`config.mk`:
```
export PLATFORM = sky130hd
export DESIGN_NAME = cla_addsub_pipe
export DESIGN_NICKNAME = d
export VERILOG_FILES = /design/src/rtl/cla_addsub_pipe.sv
export SDC_FILE = /design/constraint.sdc
export NUM_CORES = 1
export LEC_CHECK = 0
export ABC_AREA = 1
export ABC_CLOCK_PERIOD_IN_PS = 4400
export CORE_MARGIN = 2
export CORE_UTILIZATION = 25
export DETAILED_ROUTE_END_ITERATION = 7
export GPL_TIMING_DRIVEN = 0
export SLEW_MARGIN = 20
export SYNTH_ARGS = -nofsm -noshare
export SYNTH_HDL_FRONTEND = slang
export SYNTH_SLANG_ARGS = --single-unit
```
`constraint.sdc`:
```
create_clock -name PHI -period 4.4 [get_ports PHI]
set_clock_uncertainty 0.1 [all_clocks]
set_input_delay 0.44 -clock PHI [delete_from_list [all_inputs] [get_ports PHI]]
set_output_delay 0.44 -clock PHI [all_outputs]
set_load 0.05 [all_outputs]
```
`src/rtl/cla_addsub_pipe.sv`:
```
// Two-stage pipelined N-bit carry-lookahead adder/subtractor with valid/ready handshake.
// Optional OVF/ZERO flag logic is enabled by defining CLA_ADDSUB_FLAGS_EN.
module cla_addsub_pipe #(
  parameter int unsigned N = 8
) (
  input  logic         PHI,
  input  logic         RST_N,
  input  logic         IN_VALID,
  output logic         IN_READY,
  input  logic [N-1:0] OPA,
  input  logic [N-1:0] OPB,
  input  logic         CIN,
  input  logic         SUB,
  output logic         OUT_VALID,
  input  logic         OUT_READY,
  output logic [N-1:0] SUM,
  output logic         COUT,
  output logic         OVF,
  output logic         ZERO
);

  localparam int unsigned LO = N / 2;
  localparam int unsigned HI = N - LO;

  // Flat lookahead: each carry is formed from the group generate/propagate of
  // all lower bits and the carry-in, rather than rippling bit to bit.
  function automatic logic [LO:0] cla_add(input logic [LO-1:0] a,
                                          input logic [LO-1:0] b,
                                          input logic          ci);
    logic [LO-1:0] g;
    logic [LO-1:0] p;
    logic [LO-1:0] s;
    logic [LO:0]   c;
    logic          acc_g;
    logic          acc_p;
    g    = a & b;
    p    = a ^ b;
    s    = '0;
    c    = '0;
    c[0] = ci;
    for (int unsigned i = 0; i < LO; i++) begin
      acc_g = 1'b0;
      acc_p = 1'b1;
      for (int unsigned j = 0; j <= i; j++) begin
        acc_g = g[j] | (p[j] & acc_g);
        acc_p = acc_p & p[j];
      end
      c[i+1] = acc_g | (acc_p & ci);
      s[i]   = p[i] ^ c[i];
    end
    return {c[LO], s};
  endfunction

  logic          adv1;
  logic          adv2;
  logic          s1_valid;
  logic          s2_valid;
  logic [LO-1:0] s1_lo;
  logic          s1_c;
  logic [HI-1:0] s1_a_hi;
  logic [HI-1:0] s1_b_hi;
  logic          s1_sub;

  logic [N-1:0]  b_eff;
  logic          c0;
  logic [LO:0]   lo_res;
  logic [HI:0]   hi_res;
  logic [HI-1:0] hi_sum;
  logic          c_n;
  logic [N-1:0]  sum_next;

  assign adv2      = ~s2_valid | OUT_READY;
  assign adv1      = ~s1_valid | adv2;
  assign IN_READY  = adv1;
  assign OUT_VALID = s2_valid;

  // Subtraction is folded into addition as A + ~B + ~borrow_in.
  always_comb begin
    b_eff  = SUB ? ~OPB : OPB;
    c0     = CIN ^ SUB;
    lo_res = cla_add(OPA[LO-1:0], b_eff[LO-1:0], c0);
  end

  always_comb begin
    hi_res   = cla_add(s1_a_hi, s1_b_hi, s1_c);
    hi_sum   = hi_res[HI-1:0];
    c_n      = hi_res[HI];
    sum_next = {hi_sum, s1_lo};
  end

  always_ff @(posedge PHI or negedge RST_N) begin
    if (!RST_N) begin
      s1_valid <= 1'b0;
      s1_lo    <= '0;
      s1_c     <= 1'b0;
      s1_a_hi  <= '0;
      s1_b_hi  <= '0;
      s1_sub   <= 1'b0;
    end else if (adv1) begin
      s1_valid <= IN_VALID;
      if (IN_VALID) begin
        s1_lo   <= lo_res[LO-1:0];
        s1_c    <= lo_res[LO];
        s1_a_hi <= OPA[N-1:LO];
        s1_b_hi <= b_eff[N-1:LO];
        s1_sub  <= SUB;
      end
    end
  end

  always_ff @(posedge PHI or negedge RST_N) begin
    if (!RST_N) begin
      s2_valid <= 1'b0;
      SUM      <= '0;
      COUT     <= 1'b0;
    end else if (adv2) begin
      s2_valid <= s1_valid;
      if (s1_valid) begin
        SUM  <= sum_next;
        COUT <= c_n ^ s1_sub;
      end
    end
  end

`ifdef CLA_ADDSUB_FLAGS_EN
  logic ovf_next;

  // Sign bits of A and B' are the top bits of the registered high halves.
  always_comb begin
    ovf_next = (s1_a_hi[HI-1] == s1_b_hi[HI-1]) && (hi_sum[HI-1] != s1_a_hi[HI-1]);
  end

  always_ff @(posedge PHI or negedge RST_N) begin
    if (!RST_N) begin
      OVF  <= 1'b0;
      ZERO <= 1'b0;
    end else if (adv2 && s1_valid) begin
      OVF  <= ovf_next;
      ZERO <= ~|sum_next;
    end
  end
`else
  assign OVF  = 1'b0;
  assign ZERO = 1'b0;
`endif

endmodule

```
==> results.md, run 1 <==
* Worst hold path class: primary input to asynchronous set/reset pin
* Unrepaired setup endpoints after global routing: false
* Total track usage at 9.17%
* Vias at 1059
* Total Nets Final at 230
* Synth warnings at 0
* Fillers at 591
* Fin cells at 269
* Max Clk Rate at 0.423 GHz
* Leakage at 0.906 nW
* Setup TNS at 0 ns
* Pin count of the biggest net entering global routing at 26
* H-tree levels at 1
* Num rows at 27
* Die area at 6280 um^2
* Element type at the critical path end: output port
* Clk Latency, worst-skew pair at 0.27 ns
* First-pass GRT wire length at 4.57 mm
* Mux cell area share after synthesis at 0%
* Sink Count at 25
* Via density at 3.94
* Post-synth EDFFs at 0
* Ant diodes at 0
* Post-synthesis cell area at 1420 um^2
* Mapped Cells at 161
* Hold slack at 0.0515 ns
* Sequential-to-total area share from yosys stat at 44.2%
* Post-CTS Repair Setup Buffers at 0
* Compound-Gate Fraction of Synth Area at 6.63%
* Initial core utilization at 25.9%
* PD cells at 479 nW/um^2
* Final period util at 53.7%
* Dpl hpwl at 2.11 mm
* Synth async-reset ratio at 100%
* Drt wl/cell at 9.82 um
* Post-synthesis xor/xnor area fraction at 8.13%
* IO Count at 35
* Crit path time final at 2.36 ns
* Worst endpoint required time at 3.86 ns
* TritonCTS clock tree: built
* Detailed Route Iter0 Violations at 41
* Overflow left after global routing at 0
* Chip height at 79.2 um
* Final hold violation count at 0
* Post-synth top flop: dfrtp_1
* WS Path Type: primary input to output port
* Chip Width at 79.2 um
* Yosys reg bits at 25
* Simple-gate share of the synthesized area at 23.1%
* Status: completed
* Syn_area_per_cell at 8.79 um^2
* Post-CTS Hold Buffers at 0
* Final Max Slew Viols at 0
* Core area at 5470 um^2
* Distinct cell type count after synthesis at 26
* Clock slew at reported path FFs at 0.09 ns
* Path depth of the worst reg2reg path at 8
* Largest family of logic cells by synthesized area: simple AND/OR/NAND/NOR gates
* Worst Path Max Fanout at 3
* Number of global-route vias before repair at 1008
* Total CTS buffers at 3
* Fraction of the mapped netlist area in adder cells at 9.90%
* Synthesis-to-finish area growth at 31.4%
* Layout cells sized above 1 at 10.7%
* Post-CTS resize count at 0
* Startpoint types: primary input
* Post-route ant nets at 0
* Placed cells at 265
* Detailed Route WL at 2.64 mm
* Top post-synthesis cells by area: dfrtp_1 44%, nand2_1 15%, ha_1 7.1%
* CTS root buffer: clkbuf_8
* Clock Tree Buf Depth at 2
* Worst Tran Pin Value at 0.554 ns
* Max-cap violation count at 0
* Count leader, synth: nand2_1
* Final setup viols at 0
* Max-Slew Margin vs Limit at 63.1%
* Initial antenna violation count at 0
* Maximum vdd drop at 0.000144 V
* Largest area contributor in the netlist: dfrtp_1
* Number of port buffers at 31
* DRC viols at 0
* Post-synth top cells: 55 x nand2_1, 25 x dfrtp_1, 16 x inv_1, 9 x o21ai_0, 8 x ha_1
* Gpl congestion at 0.769
* Yosys top cell area share at 44.2%
* Drt pass-1 iters at 4
* Worst Path Arrival at 1.82 ns
-- per-stage QoR --
stage                     setup slack (ns)  total power [mW]  instance area [um^2]  utilization, %
final                                 2.04             0.890                  1860            34.0
after global routing                  1.99             0.954                  1860            34.0
after CTS                             2.03             0.900                  1860            34.1
after detailed placement              2.03             0.763                  1820            33.2
after global placement                2.03             0.757                  1820            33.2
after floorplan                       2.55             0.623                  1420               -
-- logic make-up (layout without fill, tap and decap cells) --
group / after synthesis / count (layout)
simple gates: 75 / 75
flops: 25 / 25
buf+inv: 23 / 58
compound gates: 16 / 16
xor+xnor: 11 / 11
fa+ha+maj: 10 / 10
other cells: 1 / 2
-- routing by layer --
| layer | vias to the layer above | GRT usage (%) | wire length [um] |
|---|---|---|---|
| met2 | 26 | 14.0 | 1160 |
| met3 | 4 | 1.70 | 106 |
| li1 | 572 | - | - |
| met4 | 0 | 4.14 | 49 |
| met1 | 457 | 12.6 | 1320 |
| met5 | - | 0 | 0 |
-- power by group --
part / switching (mW) / total, mW / internal, mW / leakage, nW
registers: 0.0355 / 0.329 / 0.293 / 0.304
logic: 0.270 / 0.424 / 0.154 / 0.579
clock network: 0.0730 / 0.138 / 0.0648 / 0.0228
total: 0.378 / 0.890 / 0.512 / 0.906
-- registers in the layout (all words and copies together), names as in the netlist --
register	count
COUT	1
OUT_VALID	1
SUM	8
s1_a_hi	4
s1_b_hi	4
s1_c	1
s1_lo	4
s1_sub	1
s1_valid	1
-- cells in the final DEF, fill, tap and decap left out --
cell type	count
nand3_2	3
nand2_2	3
nand4_1	2
xor2_4	1
xor2_1	5
conb_1	2
nand3b_1	1
xnor2_1	5
clkbuf_1	1
inv_1	16
nand2_1	55
nand3_1	6
inv_2	1
o21ai_2	1
nor2_1	4
o21ai_1	3
nor2_2	1
a21oi_1	1
buf_6	1
ha_1	8
o21ai_0	9
a22oi_2	1
dfrtp_1	25
clkbuf_8	3
buf_4	4
buf_2	2
o21bai_1	1
fa_1	2
clkdlybuf4s50_1	30
-- layout make-up --
| type | instances | area [um^2] | area share [%] |
|---|---|---|---|
| clock buffers | 4 | 45.0 | 2.42 |
| well taps | 72 | 90.1 | 4.85 |
| repair buffers | 31 | 305 | 16.4 |
| inverters | 17 | 63.8 | 3.43 |
| plain buffers | 6 | 46.3 | 2.49 |
| flip-flops and latches | 25 | 626 | 33.6 |
| multi-input cells | 114 | 683 | 36.7 |
-- worst paths after layout --
| check | to | from | slack (ns) |
|---|---|---|---|
| setup / recovery | IN_READY | OUT_READY | 2.04 |
| hold / removal | SUM[5] | RST_N | 0.05 |
| setup reg to reg | SUM[7] | s1_a_hi[1] | 2.85 |
| hold reg to reg | COUT | COUT | 0.39 |
| max in group asynchronous | s1_lo[2] | RST_N | 3.79 |
| min in group PHI | COUT | COUT | 0.39 |
-- worst max-delay path, stage by stage --
cell and delay (ns):
clkdlybuf4s50_1 0.45, inv_1 0.05, nand3_2 0.07, clkdlybuf4s50_1 0.80
Note: power is estimated with default switching activity, not from simulation.
==> inputs of run 2 (changes only) <==
--- a/config.mk
+++ b/config.mk
@@ -6,7 +6,7 @@
 export NUM_CORES = 1
 export LEC_CHECK = 0
 export ABC_AREA = 1
-export ABC_CLOCK_PERIOD_IN_PS = 4400
+export ABC_CLOCK_PERIOD_IN_PS = 2050
 export CORE_MARGIN = 2
 export CORE_UTILIZATION = 25
 export DETAILED_ROUTE_END_ITERATION = 7
==> constraint.sdc (replaced) <==
create_clock -name PHI -period 2.05 [get_ports PHI]
set_clock_uncertainty 0.1 [all_clocks]
set_input_delay 0.205 -clock PHI [delete_from_list [all_inputs] [get_ports PHI]]
set_output_delay 0.205 -clock PHI [all_outputs]
set_load 0.05 [all_outputs]
==> results.md, run 2 (same netlist as run 1, synthesis figures left out) <==
* TritonCTS clock tree: built (unchanged)
* WS Path Type: primary input to output port (unchanged)
* Detailed Route Iter0 Violations at 48 (was 41)
* Via density at 3.94 (about the same)
* Commonest non-fill, non-tap cell in the layout: nand2_1 (unchanged)
* Total CTS buffers at 3 (unchanged)
* Final period util at 92.4%
* Cell Area, Placed at 1820 um^2 (unchanged)
* Post-route ant nets at 0 (unchanged)
* CP Launch Point: OUT_READY (unchanged)
* Total Nets Final at 231 (was 230)
* Core area at 5470 um^2 (unchanged)
* Worst Path Max Fanout at 3 (unchanged)
* Placement Setup Slack at 0.0523 ns (was 2.03 ns)
* Setup TNS at 0 ns (unchanged)
* Max Clk Rate at 0.528 GHz
* Crit path time final at 1.89 ns
* Fillers at 592 (was 591)
* Total track usage at 9.17% (unchanged)
* Ant diodes at 0 (unchanged)
* Number of global-route vias before repair at 1008 (unchanged)
* Max incr delay on CP at 0.80 ns (about the same)
* IO Count at 35 (unchanged)
* Gpl congestion at 0.769 (unchanged)
* Worst Tran Pin Value at 0.557 ns (was 0.554 ns)
* CTS root buffer: clkbuf_8 (unchanged)
* Unrepaired setup endpoints after global routing: false (unchanged)
* Detailed Route WL at 2.65 mm (was 2.64 mm)
* PD cells at 1020 nW/um^2 (was 479 nW/um^2)
* Max-cap violation count at 0 (unchanged)
* Initial core utilization at 25.9% (unchanged)
* Final Max Slew Viols at 0 (unchanged)
* Worst hold path class: primary input to flip-flop (was primary input to asynchronous set/reset pin)
* Clk Latency, worst-skew pair at 0.27 ns (about the same)
* Max-Slew Margin vs Limit at 62.9% (was 63.1%)
* Layout cells sized above 1 at 10.6% (was 10.7%)
* Clock slew at reported path FFs at 0.09 ns (about the same)
* R2r setup slk at 0.50 ns (was 2.85 ns)
* Fin area at 1870 um^2 (was 1860 um^2)
* Vias at 1065 (was 1059)
* Commonest non-fill, non-tap cells in the layout: 55 x nand2_1, 30 x clkdlybuf4s50_1, 25 x dfrtp_1 (unchanged)
* Most frequent CP cell: clkdlybuf4s50_1 (unchanged)
* Worst Path Arrival at 1.59 ns (was 1.82 ns)
* Biggest register: SUM (unchanged)
* RR Endpoint: SUM[7] (unchanged)
* Final setup viols at 0 (unchanged)
* Worst Setup EP: IN_READY (unchanged)
* Element type at the critical path end: output port (unchanged)
* Path depth of the worst reg2reg path at 8 (unchanged)
* Worst setup margin at 0.157 ns (was 2.04 ns)
* FF-to-FF Start: s1_a_hi[1] (unchanged)
* Die area at 6280 um^2 (unchanged)
* Critical-path top delay cell: clkdlybuf4s50_1 (unchanged)
* Status: completed (unchanged)
* Chip Width at 79.2 um (unchanged)
* Pin count of the biggest net entering global routing at 26 (unchanged)
* Clock Tree Buf Depth at 2 (unchanged)
* Chip height at 79.2 um (unchanged)
* Maximum vdd drop at 0.000310 V (was 0.000144 V)
* First-pass GRT wire length at 4.57 mm (unchanged)
* Initial antenna violation count at 0 (unchanged)
* Leakage at 0.910 nW (was 0.906 nW)
* Startpoint types: primary input (unchanged)
* H-tree levels at 1 (unchanged)
* Sink Count at 25 (unchanged)
* Num rows at 27 (unchanged)
* Drt wl/cell at 9.83 um (was 9.82 um)
* Overflow left after global routing at 0 (unchanged)
* Synthesis-to-finish area growth at 32.1% (was 31.4%)
* Critical-path cell list: clkdlybuf4s50_1 > inv_1 > nand3_2 > clkdlybuf4s50_1 (unchanged)
* DRC viols at 0 (unchanged)
* Dpl hpwl at 2.11 mm (unchanged)
* Worst endpoint required time at 1.75 ns (was 3.86 ns)
* Number of port buffers at 31 (unchanged)
* Post-CTS Repair Setup Buffers at 0 (unchanged)
* Max FFs per register at 8 (unchanged)
* Final hold violation count at 0 (unchanged)
* Drt pass-1 iters at 4 (unchanged)
* Hold slack at 0.154 ns (was 0.0515 ns)
run 2: critical path, delay by kind of cell:
| family | cells | cell delay [ns] |
|---|---|---|
| buffers and inverters | 3 | 1.30 |
| AND/OR/NAND/NOR | 1 | 0.07 |
run 2: how the worst min path moves through the flow:
stage / cells after the start / slack [ns] / endpoint / startpoint
2_1_floorplan: 0 / -0.19 / COUT / RST_N
6_report: 3 / 0.15 / s1_sub / SUB
3_5_place_dp: 2 / 0.37 / COUT / COUT
5_1_grt: 3 / 0.17 / s1_sub / SUB
3_3_place_gp: 2 / 0.36 / SUM[1] / s1_lo[1]
4_1_cts: 3 / 0.15 / s1_sub / SUB
run 2: layer usage:
metal / wire, um / share of wire [%] / track usage (%) / up-vias
met3: 106 / 4.0 / 1.70 / 4
met1: 1330 / 50 / 12.6 / 460
met4: 49 / 1.8 / 4.14 / 0
met2: 1170 / 44 / 14.0 / 26
li1: - / - / - / 575
met5: 0 / 0 / 0 / -
run 2: what timing repair did:
action                    in CTS  in global routing
gates resized for setup        0                  0
hold endpoints to repair       0                 25
hold buffers                   0                  1
run 2: stage by stage:
stage	utilization, %	std cells	total power, mW
global route	34.2	270	2.05
global placement	33.2	265	1.62
floorplan	-	162	1.34
detailed placement	33.2	265	1.64
finish	34.2	270	1.91
CTS	34.1	269	1.93
run 2: cell type report:
cell class                      instances  area [um^2]  area share, %
Multi-Input combinational cell        114          683           36.5
Sequential cell                        25          626           33.5
Timing Repair Buffer                   32          315           16.9
Tap cell                               72         90.1           4.82
Inverter                               17         63.8           3.41
Buffer                                  6         46.3           2.48
Clock buffer                            4         45.0           2.41
run 2: power breakdown:
part | switching [mW] | internal, mW
registers | 0.0760 | 0.629
clock network | 0.157 | 0.139
logic | 0.579 | 0.332
